### config.mk
export PLATFORM = sky130hd
export DESIGN_NAME = dmem_adapter
export DESIGN_NICKNAME = d
export VERILOG_FILES = /design/src/rtl/tomasula_types.sv /design/src/rtl/load_formatter.sv /design/src/rtl/dmem_adapter.sv
export SDC_FILE = /design/constraint.sdc
export NUM_CORES = 1
export LEC_CHECK = 0
export CAP_MARGIN = 20
export CELL_PAD_IN_SITES_DETAIL_PLACEMENT = 0
export CELL_PAD_IN_SITES_GLOBAL_PLACEMENT = 1
export CORE_MARGIN = 5
export CORE_UTILIZATION = 29
export CTS_CLUSTER_DIAMETER = 40
export DETAILED_ROUTE_END_ITERATION = 7
export PLACE_DENSITY_LB_ADDON = 0.2
export SYNTH_ARGS = -nofsm -noshare
export SYNTH_HDL_FRONTEND = slang
export SYNTH_HIERARCHICAL = 1
export SYNTH_SLANG_ARGS = --single-unit
### constraint.sdc
create_clock -name clk -period 1.9 [get_ports clk]
set_input_delay 0.285 -clock clk [delete_from_list [all_inputs] [get_ports clk]]
set_output_delay 0.285 -clock clk [all_outputs]
set_load 0.03 [all_outputs]
### src/rtl/tomasula_types.sv
// Shared Tomasulo core types: load/store opcodes and the CDB data word.
// Pure declarations; no logic, no latency, no flow control.
package tomasula_types;

    typedef enum logic [2:0] {
        OP_LB,
        OP_LH,
        OP_LW,
        OP_LBU,
        OP_LHU,
        OP_SB,
        OP_SH,
        OP_SW
    } op_t;

    typedef logic [31:0] word_t;

endpackage

### src/rtl/load_formatter.sv
// Selects the addressed byte/half of a memory word and sign/zero-extends it.
// Purely combinational (0 cycles); no flow control.
module load_formatter
    import tomasula_types::*;
(
    input  op_t        op,
    input  logic [1:0] offset,
    input  word_t      rdata,
    output word_t      data
);

    logic [7:0]  byte_sel;
    logic [15:0] half_sel;

    always_comb begin
        byte_sel = rdata[{offset, 3'b000} +: 8];
        half_sel = offset[1] ? rdata[31:16] : rdata[15:0];
        case (op)
            OP_LB:   data = {{24{byte_sel[7]}}, byte_sel};
            OP_LBU:  data = {24'd0, byte_sel};
            OP_LH:   data = {{16{half_sel[15]}}, half_sel};
            OP_LHU:  data = {16'd0, half_sel};
            default: data = rdata;
        endcase
    end

endmodule

### src/rtl/dmem_adapter.sv
// Bridges the LSQ head to the data memory and broadcasts load results on the CDB.
// Strobes held until dmem_resp (memory-paced); lsq_resp same cycle as resp, CDB one cycle later.
module dmem_adapter
    import tomasula_types::*;
#(
    parameter int TAG_W = 3
) (
    input  logic             clk,
    input  logic             rst,
    input  logic             lsq_read,
    input  logic             lsq_write,
    input  logic [31:0]      lsq_addr,
    input  logic [3:0]       lsq_mbe,
    input  op_t              lsq_op,
    input  logic [TAG_W-1:0] lsq_tag,
    input  logic [31:0]      store_data,
    input  logic             flush,
    output logic             lsq_resp,
    output logic             cdb_valid,
    output logic [TAG_W-1:0] cdb_tag,
    output word_t            cdb_data,
    output logic             dmem_read,
    output logic             dmem_write,
    output logic [31:0]      dmem_addr,
    output logic [31:0]      dmem_wdata,
    output logic [3:0]       dmem_mbe,
    input  logic [31:0]      dmem_rdata,
    input  logic             dmem_resp
);

    typedef enum logic [1:0] {
        ST_IDLE,
        ST_MEM,
        ST_DRAIN
    } state_t;

    state_t           state_q, state_d;
    logic [31:0]      addr_q, addr_d;
    op_t              op_q, op_d;
    logic [TAG_W-1:0] tag_q, tag_d;
    logic [3:0]       mbe_q, mbe_d;
    logic [31:0]      wdata_q, wdata_d;
    logic             write_q, write_d;
    logic             cdb_valid_q, cdb_valid_d;
    logic [TAG_W-1:0] cdb_tag_q, cdb_tag_d;
    word_t            cdb_data_q, cdb_data_d;
    logic             resp_c;
    logic             active;
    word_t            load_word;

    load_formatter u_fmt (
        .op     (op_q),
        .offset (addr_q[1:0]),
        .rdata  (dmem_rdata),
        .data   (load_word)
    );

    always_comb begin
        state_d     = state_q;
        addr_d      = addr_q;
        op_d        = op_q;
        tag_d       = tag_q;
        mbe_d       = mbe_q;
        wdata_d     = wdata_q;
        write_d     = write_q;
        cdb_valid_d = 1'b0;
        cdb_tag_d   = cdb_tag_q;
        cdb_data_d  = cdb_data_q;
        resp_c      = 1'b0;
        case (state_q)
            ST_IDLE: begin
                if ((lsq_read | lsq_write) & ~flush) begin
                    addr_d  = lsq_addr;
                    op_d    = lsq_op;
                    tag_d   = lsq_tag;
                    mbe_d   = lsq_mbe;
                    wdata_d = store_data << {lsq_addr[1:0], 3'b000};
                    write_d = lsq_write;
                    state_d = ST_MEM;
                end
            end
            ST_MEM: begin
                if (dmem_resp) begin
                    resp_c  = 1'b1;
                    state_d = ST_IDLE;
                    // A flush coinciding with the response retires the access silently.
                    if (!flush) begin
                        cdb_valid_d = 1'b1;
                        cdb_tag_d   = tag_q;
                        cdb_data_d  = write_q ? '0 : load_word;
                    end
                end else if (flush) begin
                    state_d = ST_DRAIN;
                end
            end
            ST_DRAIN: begin
                if (dmem_resp) begin
                    resp_c  = 1'b1;
                    state_d = ST_IDLE;
                end
            end
            default: state_d = ST_IDLE;
        endcase
    end

    always_ff @(posedge clk) begin
        if (rst) begin
            state_q     <= ST_IDLE;
            addr_q      <= '0;
            op_q        <= OP_LB;
            tag_q       <= '0;
            mbe_q       <= '0;
            wdata_q     <= '0;
            write_q     <= 1'b0;
            cdb_valid_q <= 1'b0;
            cdb_tag_q   <= '0;
            cdb_data_q  <= '0;
        end else begin
            state_q     <= state_d;
            addr_q      <= addr_d;
            op_q        <= op_d;
            tag_q       <= tag_d;
            mbe_q       <= mbe_d;
            wdata_q     <= wdata_d;
            write_q     <= write_d;
            cdb_valid_q <= cdb_valid_d;
            cdb_tag_q   <= cdb_tag_d;
            cdb_data_q  <= cdb_data_d;
        end
    end

    // Outputs are forced low combinationally so a reset drops an access in its own cycle.
    assign active     = (state_q != ST_IDLE) & ~rst;
    assign dmem_read  = active & ~write_q;
    assign dmem_write = active & write_q;
    assign dmem_addr  = rst ? '0 : {addr_q[31:2], 2'b00};
    assign dmem_wdata = rst ? '0 : wdata_q;
    assign dmem_mbe   = rst ? '0 : mbe_q;
    assign lsq_resp   = resp_c & ~rst;
    assign cdb_valid  = cdb_valid_q & ~rst;
    assign cdb_tag    = rst ? '0 : cdb_tag_q;
    assign cdb_data   = rst ? '0 : cdb_data_q;

endmodule

; Word-level counts from Yosys, hierarchy flattened
; Cells that the tools add are included.
[op_classes]
eq_ne = 8
shift = 2
muxes = 16
n_bitwise = 12
n_reduce_logical = 8
[ops]
columns = op, count
row1 = $mux 32, 4
row2 = $pmux 32 s4, 1
row3 = $shiftx 32x6->8, 1
row4 = $shl 32x5->32, 1
row5 = $mux 16, 1
row6 = $mux 2, 4
row7 = $and 1x1->1, 6
row8 = $pmux 2 s3, 1
row9 = $reduce_and 3->1, 2
row10 = $not 1->1, 5
row11 = $mux 4, 1
row12 = $ne 2x2->1 const B, 2
row13 = $eq 3x1->1 const B, 1
row14 = $eq 3x2->1 const B, 1
row15 = $eq 3x3->1 const B, 1
row16 = $logic_not 3->1, 1
row17 = $mux 1, 3
row18 = $mux 3, 1
row19 = $ne 3x3->1 const B, 1
row20 = $reduce_or 3->1, 1
row21 = $eq 2x1->1 const B, 1
row22 = $eq 2x2->1 const B, 1
row23 = $logic_not 2->1, 1
row24 = $reduce_and 2->1, 1
row25 = 3 further kinds, 3
[word_totals]
regBits = 113
input_bits = 112
wordCells = 56

; Logic depth before layout (Yosys ltp)
; Gate-level depths: netlist (run 1).
[depth]
depth_word = 4
depth_mapped = 8
mapped_depth_nobuf = 6

; By module
; The synthesis (run 1) kept the hierarchy.
[modules_own_cells]
columns = module, n_inst, cells_per_inst, area_per_inst_um2, seq_area_each_um2
row1 = dmem_adapter, 1, 675, 5266.3, 2262.2
row2 = load_formatter, 1, 101, 713.2, 0.0

; Worst setup path after synthesis (run 1)
; No wires, ideal clock.
[synth_path]
path_type = input port to output port
startpoint = in rst
endpoint = out dmem_write
arrival_time_ns = 1.537
required_time_ns = 1.615
slack_ns = 0.078
path_stages = 4
n_path_buf = 3
path_cell_list = buf_2 -> buf_2 -> buf_1 -> nor3b_1
[synth_via]
elab_chain_cells = 3
[synth_lines]
columns = element, line_no
row1 = start: declaration, dmem_adapter.sv:9  ; input logic rst,
row2 = $not 1->1, dmem_adapter.sv:133  ; assign active = (state_q != ST_IDLE) & ~rst;
row3 = $and 1x1->1, dmem_adapter.sv:133
row4 = $and 1x1->1, dmem_adapter.sv:135  ; assign dmem_write = active & write_q;
row5 = end: declaration, dmem_adapter.sv:23  ; output logic dmem_write,
; Every way passes these cells.

; Final worst setup path (run 1)
[layout_path]
startpoint = reg addr_q[26]
endpoint = out dmem_addr[26]
[layout_via]
elab_chain_cells = 1
[layout_lines]
columns = element, line_no
row1 = start: declaration, dmem_adapter.sv:38  ; logic [31:0] addr_q, addr_d;
row2 = start signal: assignment, dmem_adapter.sv:120  ; addr_q <= addr_d;
row3 = $mux 32, dmem_adapter.sv:136  ; assign dmem_addr = rst ? '0 : {addr_q[31:2], 2'b00};
row4 = end: declaration, dmem_adapter.sv:24  ; output logic [31:0] dmem_addr,
; Every way passes these cells.

==> results of run 1 <==
==> sequential cells by signal (all words and copies together), names as in the netlist <==
signal       flops
cdb_tag_q        3
op_q             3
tag_q            3
state_q          2
write_q          1
addr_q          32
cdb_valid_q      1
mbe_q            4
wdata_q         32
cdb_data_q      32
==> worst max-delay path by stage <==
stage	start	end	slack [ns]	cells past startpoint
6_report	addr_q[26]	dmem_addr[26]	0.06	2
4_1_cts	wdata_q[6]	dmem_wdata[6]	0.003	2
3_3_place_gp	dmem_rdata[31]	cdb_data_q[20]	-0.12	8
5_1_grt	cdb_data_q[9]	cdb_data[9]	0.00009	2
3_5_place_dp	dmem_rdata[7]	cdb_data_q[26]	-0.13	8
2_1_floorplan	rst	dmem_write	0.08	4
==> cells by family after synthesis <==
kind of cell / synth area share
mux: 0.0640
buf+inv: 0.0578
xor+xnor: 0.00147
other cells: 0.000627
flops: 0.378
fa+ha+maj: 0.00628
compound gates: 0.171
simple gates: 0.320
==> Yosys cell counts, drive strengths merged (2+ instances only) <==
cell / count
nand2: 164
nor2b: 105
o21bai: 3
nor3: 11
a22oi: 8
o21ai: 12
inv: 4
nand3b: 40
and2: 2
buf: 43
or3: 10
nand2b: 3
dfxtp: 113
mux2: 8
a21oi: 105
o22a: 3
nor2: 31
mux2i: 27
clkbuf: 28
a221o: 8
o211ai: 9
a21o: 16
nand3: 8
ha: 3
==> repair_timing <==
action | CTS | global route
resized for setup | 16 | 48
hold endpoints to repair | 0 | 0
hold buffers | 0 | 0
setup endpoints to repair | 16 | 118
==> critical path, delay by kind of cell, from the launching register on <==
family                 cells  cell delay, ns
buffers and inverters      1            0.69
flip-flops                 1            0.33
AND/OR/NAND/NOR            1            0.13
==> routing by layer <==
| layer | global-route usage | routed length [um] | vias up |
|---|---|---|---|
| met5 | 0 | 13 | - |
| met4 | 0.0576 | 470 | 2 |
| met3 | 0.0627 | 1530 | 26 |
| met2 | 0.250 | 8750 | 172 |
| met1 | 0.223 | 9490 | 2633 |
| li1 | - | - | 3040 |
==> report_power, final <==
group / internal (uW) / switching (uW)
combinational: 744 / 787
sequential: 2500 / 62.3
clock: 1940 / 1220
==> per-stage QoR <==
stage | util | cell area, um2 | cells | setup TNS [ns] | hold slack, ns
3_3_place_gp | 0.429 | 8710 | 1242 | -4.08 | 0.436
6_report | 0.463 | 9400 | 1275 | 0 | 0.122
5_1_grt | 0.463 | 9400 | 1275 | 0 | 0.106
2_1_floorplan | - | 5980 | 777 | 0 | 0.421
3_5_place_dp | 0.429 | 8710 | 1242 | -4.16 | 0.439
4_1_cts | 0.457 | 9280 | 1274 | 0 | 0.104
==> area by class of cell <==
class | instances | area [um2] | area share
Clock buffer | 17 | 425 | 0.0452
Antenna cell | 1 | 2.50 | 0.000266
Inverter | 4 | 15.0 | 0.00160
Timing Repair Buffer | 266 | 2800 | 0.298
Clock inverter | 15 | 159 | 0.0169
Sequential cell | 113 | 2260 | 0.241
Tap cell | 270 | 338 | 0.0359
Multi-Input combinational cell | 589 | 3400 | 0.362
==> flow_summary.yaml, run 1 <==
die:
  dieWidth_um: 154
  die_h_um: 154
  die_area_um2: 23600
  ios: 219
  core_um2: 20300
  std_cell_rows: 52
  start_util: 0.295
route:
  via_per_inst: 4.61
  dr.pass1.iters: 4
  drt_iter0_drc: 283
  wire_per_inst_um: 15.9
  ant_nets: 0
  vias: 5873
  drc: 0
  drt_wl_total_mm: 20.3
placed_design:
  gp_congestion: 0.812
  place_ws_ns: -0.130
  dp_hpwl_mm: 14.8
  port_buffers: 216
grt:
  overflow: 0
  grt_pass1_wl_mm: 31.8
  grt_pass1_vias: 5810
  antenna_found_initial: 2
  grt_max_degree: 50
  track_usage: 0.168
yosys:
  ys_async_sr_fraction: 0
  ys_warn_count: 6
  ys_dominant_reg_cell: "dfxtp_1"
  postSynthRegisterBits: 113
  syn_area_um2: 5980
  synth.distinct_cells: 40
  netlist_top_cells_area: "dfxtp_1 (38%), nor2b_1 (11%), nand2_1 (10%), a21oi_1 (8.8%), nand3b_1 (5.0%)"
  synth_edf_count: 0
  netlist_instances: 776
  synth_top_area_share: 0.378
  syn_area_per_cell_um2: 7.71
  ys_seq_area_frac: 0.378
  synth_top_area_cell: "dfxtp_1"
power_and_ir_drop:
  power.leakage_uw: 0.00435
  total_power_uw: 7250
  p_per_area_nw_per_um2: 771
  peakVddDrop_v: 0.000637
critical_path:
  start_kind: "register"
  crit_chain: "nor2b_1 > clkdlybuf4s50_1"
  timing.rr.start: "addr_q[0]"
  r2r_cells: 7
  worstSetupPathType: "reg2out"
  crit_fanout: 2
  worstSetupEndpointType: "output pin"
  r2r_end: "cdb_data_q[29]"
  cp.required_ns: 1.62
  crit_arrival_ns: 1.56
  slowest_delay_ns: 0.69
  rrSetupSlack_ns: 0.17
  cp_slowest_cell: "clkdlybuf4s50_1"
finish:
  final_common_cell: "nand2_1"
  drive_above_1_share: 0.122
  final_cell_mix: "nand2_1 (164), clkdlybuf4s50_1 (134), dfxtp_1 (112), nor2b_1 (105), a21oi_1 (104)"
  fill_cells: 2087
  final_nets: 1106
  area_growth_pct: 57.3
worst_hold_path:
  hold_end: "tag_q[2]"
  whs_path_depth: 2
  hp-class: "in2reg"
  min_from: "rst"
clocking:
  cts_root_buf: "clkbuf_16"
  max-clock-path-buffers: 2
  cts.sinks: 113
  cts_buffers: 17
  path_clk_slew_ns: 0.06
  insertion_delay_ns: 0.41
  post_cts_buffers: 0
  cts_tree: "yes"
  htreeDepth: 4
sta:
  period_needed_ns: 1.84
  finalHoldViolCount: 0
  min_period_over_period: 0.969
  worst_pin_slew_ns: 0.650
  relSlewSlack: 0.565
  rsz0062_at_grt: "no"
  skew_ns: 0.00767
  fin_ws_ns: 0.0586
  slew_viol_final: 0
  fmax_ghz: 0.543
  finalSetupViolations: 0
status:
  outcome: "finished, final reports clean"
run:
  maxCapViolCount: 0
Power figures use the tool's default switching activity.
==> run 2, diff against run 1 <==
--- a/config.mk
+++ b/config.mk
@@ -12,6 +12,7 @@
 export CORE_UTILIZATION = 29
 export CTS_CLUSTER_DIAMETER = 40
 export DETAILED_ROUTE_END_ITERATION = 7
+export HOLD_SLACK_MARGIN = 0.03
 export PLACE_DENSITY_LB_ADDON = 0.2
 export SYNTH_ARGS = -nofsm -noshare
 export SYNTH_HDL_FRONTEND = slang
==> results of run 2 <==
The final DEF is identical to that of run 1; final timing and power are the same.
==> run 3, diff against run 2 <==
--- a/config.mk
+++ b/config.mk
@@ -6,10 +6,10 @@
 export NUM_CORES = 1
 export LEC_CHECK = 0
 export CAP_MARGIN = 20
-export CELL_PAD_IN_SITES_DETAIL_PLACEMENT = 0
-export CELL_PAD_IN_SITES_GLOBAL_PLACEMENT = 1
+export CELL_PAD_IN_SITES_DETAIL_PLACEMENT = 1
+export CELL_PAD_IN_SITES_GLOBAL_PLACEMENT = 2
 export CORE_MARGIN = 5
-export CORE_UTILIZATION = 29
+export CORE_UTILIZATION = 22
 export CTS_CLUSTER_DIAMETER = 40
 export DETAILED_ROUTE_END_ITERATION = 7
 export HOLD_SLACK_MARGIN = 0.03
==> flow_summary.yaml, run 3 (synthesis gave the netlist of run 1 again) <==
finish:
  regArea_um2: 2260
  largest_registers: "addr_q x32, cdb_data_q x32, wdata_q x32"
  fill_cells: 3194
  final_area_um2: 9470
  drive_above_1_share: 0.138
  antenna-diode-count: 0
  area_growth_pct: 58.4
  multiInputGateArea_um2: 3400
  final_common_cell: "nand2_1"
  final_nets: 1114
  final_cell_mix: "nand2_1 (164), clkdlybuf4s50_1 (120), dfxtp_1 (112), nor2b_1 (105), a21oi_1 (104)"
clocking:
  holdBufCountCts: 0
  htreeDepth: 4
  cts_buffers: 17
  cts_tree: "yes"
  cts.sinks: 113
  max-clock-path-buffers: 2
  path_clk_slew_ns: 0.06
  insertion_delay_ns: 0.43
  cts_root_buf: "clkbuf_16"
worst_hold_path:
  hp-class: "in2reg"
  min_from: "rst"
route:
  drc: 0
  drt_wl_total_mm: 23.0
  ant_nets: 0
  vias: 6088
  wire_per_inst_um: 17.0
  dr_wl_met3_mm: 1.78
  top_layer_used: "met5"
  via_per_inst: 4.50
  wl_met1_mm: 10.9
  drt_iter0_drc: 208
  wl_met2_mm: 10.0
  dr.pass1.iters: 6
sta:
  relSlewSlack: 0.581
  fin_ws_ns: 0.0443
  finalSetupViolations: 0
  worst_pin_slew_ns: 0.625
  rsz0062_at_grt: "no"
  slew_viol_final: 0
  skew_ns: 0.0131
  finalHoldViolCount: 0
  min_period_over_period: 0.977
  fmax_ghz: 0.539
  period_needed_ns: 1.86
die:
  ios: 219
  die_h_um: 175
  core_um2: 26900
  dieWidth_um: 175
  start_util: 0.222
  die_area_um2: 30600
  std_cell_rows: 60
power_and_ir_drop:
  power.leakage_uw: 0.00434
  power_frac_comb: 0.214
  p_seq_frac: 0.349
  pwr-share-clk: 0.437
  peakVddDrop_v: 0.000379
  p_int_uw: 5190
  swShare: 0.292
  switching_power_uw: 2150
  p_per_area_nw_per_um2: 774
placed_design:
  gp_congestion: 0.750
  dp_hpwl_mm: 17.1
  dpl_cell_area_um2: 8810
  port_buffers: 216
  place_ws_ns: -0.183
critical_path:
  crit_fanout: 2
  crit_path_start: "wdata_q[22]"
  cp.required_ns: 1.62
  crit_arrival_ns: 1.57
  worstSetupPathType: "reg2out"
  start_kind: "register"
  timing.rr.start: "addr_q[0]"
  worstSetupEndpointType: "output pin"
grt:
  grt_pass1_vias: 6226
  antenna_found_initial: 1
  grt_pass1_wl_mm: 35.9
  grt_max_degree: 43
  overflow: 0
  track_usage: 0.149
status:
  outcome: "finished, final reports clean"
run:
  maxCapViolCount: 0
-- run 3: changes by cell type in the layout (fill, tap and decap cells not counted), moves of 2 or more --
cell             previous run  this run
buf_12                     18        16
dlygate4sd2_1              15        25
dlymetal6s2s_1             44        38
clkdlybuf4s50_1           134       120
buf_4                      54        74
-- run 3: routing by layer --
layer  vias to the layer above  global-route usage
met4                         2              0.0399
met5                         -                   0
li1                       3053                   -
met2                       170               0.231
met3                        28              0.0580
met1                      2835               0.194
-- run 3: repair_timing --
item	CTS	global route
pin swaps	0	1
resized for setup	26	41
endpoints found under the setup margin	32	61
setup buffers	0	0
-- run 3: final timing paths --
| path | to | slack [ns] | depth (start not counted) |
|---|---|---|---|
| worst max register to register | cdb_data_q[29] | 0.12 | 7 |
| worst min-delay path | addr_q[25] | 0.21 | 2 |
| worst max-delay path | dmem_wdata[22] | 0.04 | 2 |
| worst min register to register | wdata_q[10] | 0.44 | 2 |
-- run 3: per-stage QoR --
| step | instances | TNS, ns | total power [uW] | utilization | hold slack [ns] |
|---|---|---|---|---|---|
| 2_1_floorplan | 777 | 0 | 3450 | - | 0.421 |
| 6_report | 1353 | 0 | 7340 | 0.353 | 0.209 |
| 3_5_place_dp | 1321 | -3.18 | 4210 | 0.328 | 0.436 |
| 4_1_cts | 1353 | 0 | 7480 | 0.349 | 0.190 |
| 3_3_place_gp | 1321 | -1.95 | 4210 | 0.328 | 0.433 |
| 5_1_grt | 1353 | 0 | 7730 | 0.353 | 0.203 |
-- run 3: power groups by stage --
stage / sequential (uW) / combinational (uW) / clock, uW
2_1_floorplan: 2590 / 861 / 0
3_3_place_gp: 2610 / 1600 / 0
3_5_place_dp: 2610 / 1600 / 0
4_1_cts: 2560 / 1600 / 3320
5_1_grt: 2580 / 1720 / 3440
6_report: 2560 / 1570 / 3210
-- run 3: area by class of cell --
cell class,count,area share
Multi-Input combinational cell,589,0.359
Timing Repair Buffer,274,0.294
Sequential cell,113,0.239
Tap cell,341,0.0450
Clock buffer,17,0.0449
Clock inverter,15,0.0170
Inverter,4,0.00158
-- run 3: worst max-delay path: stages, from the launching register on --
cell             delay [ns]
dfxtp_1                0.33
nor2b_1                0.14
clkdlybuf4s50_1        0.68
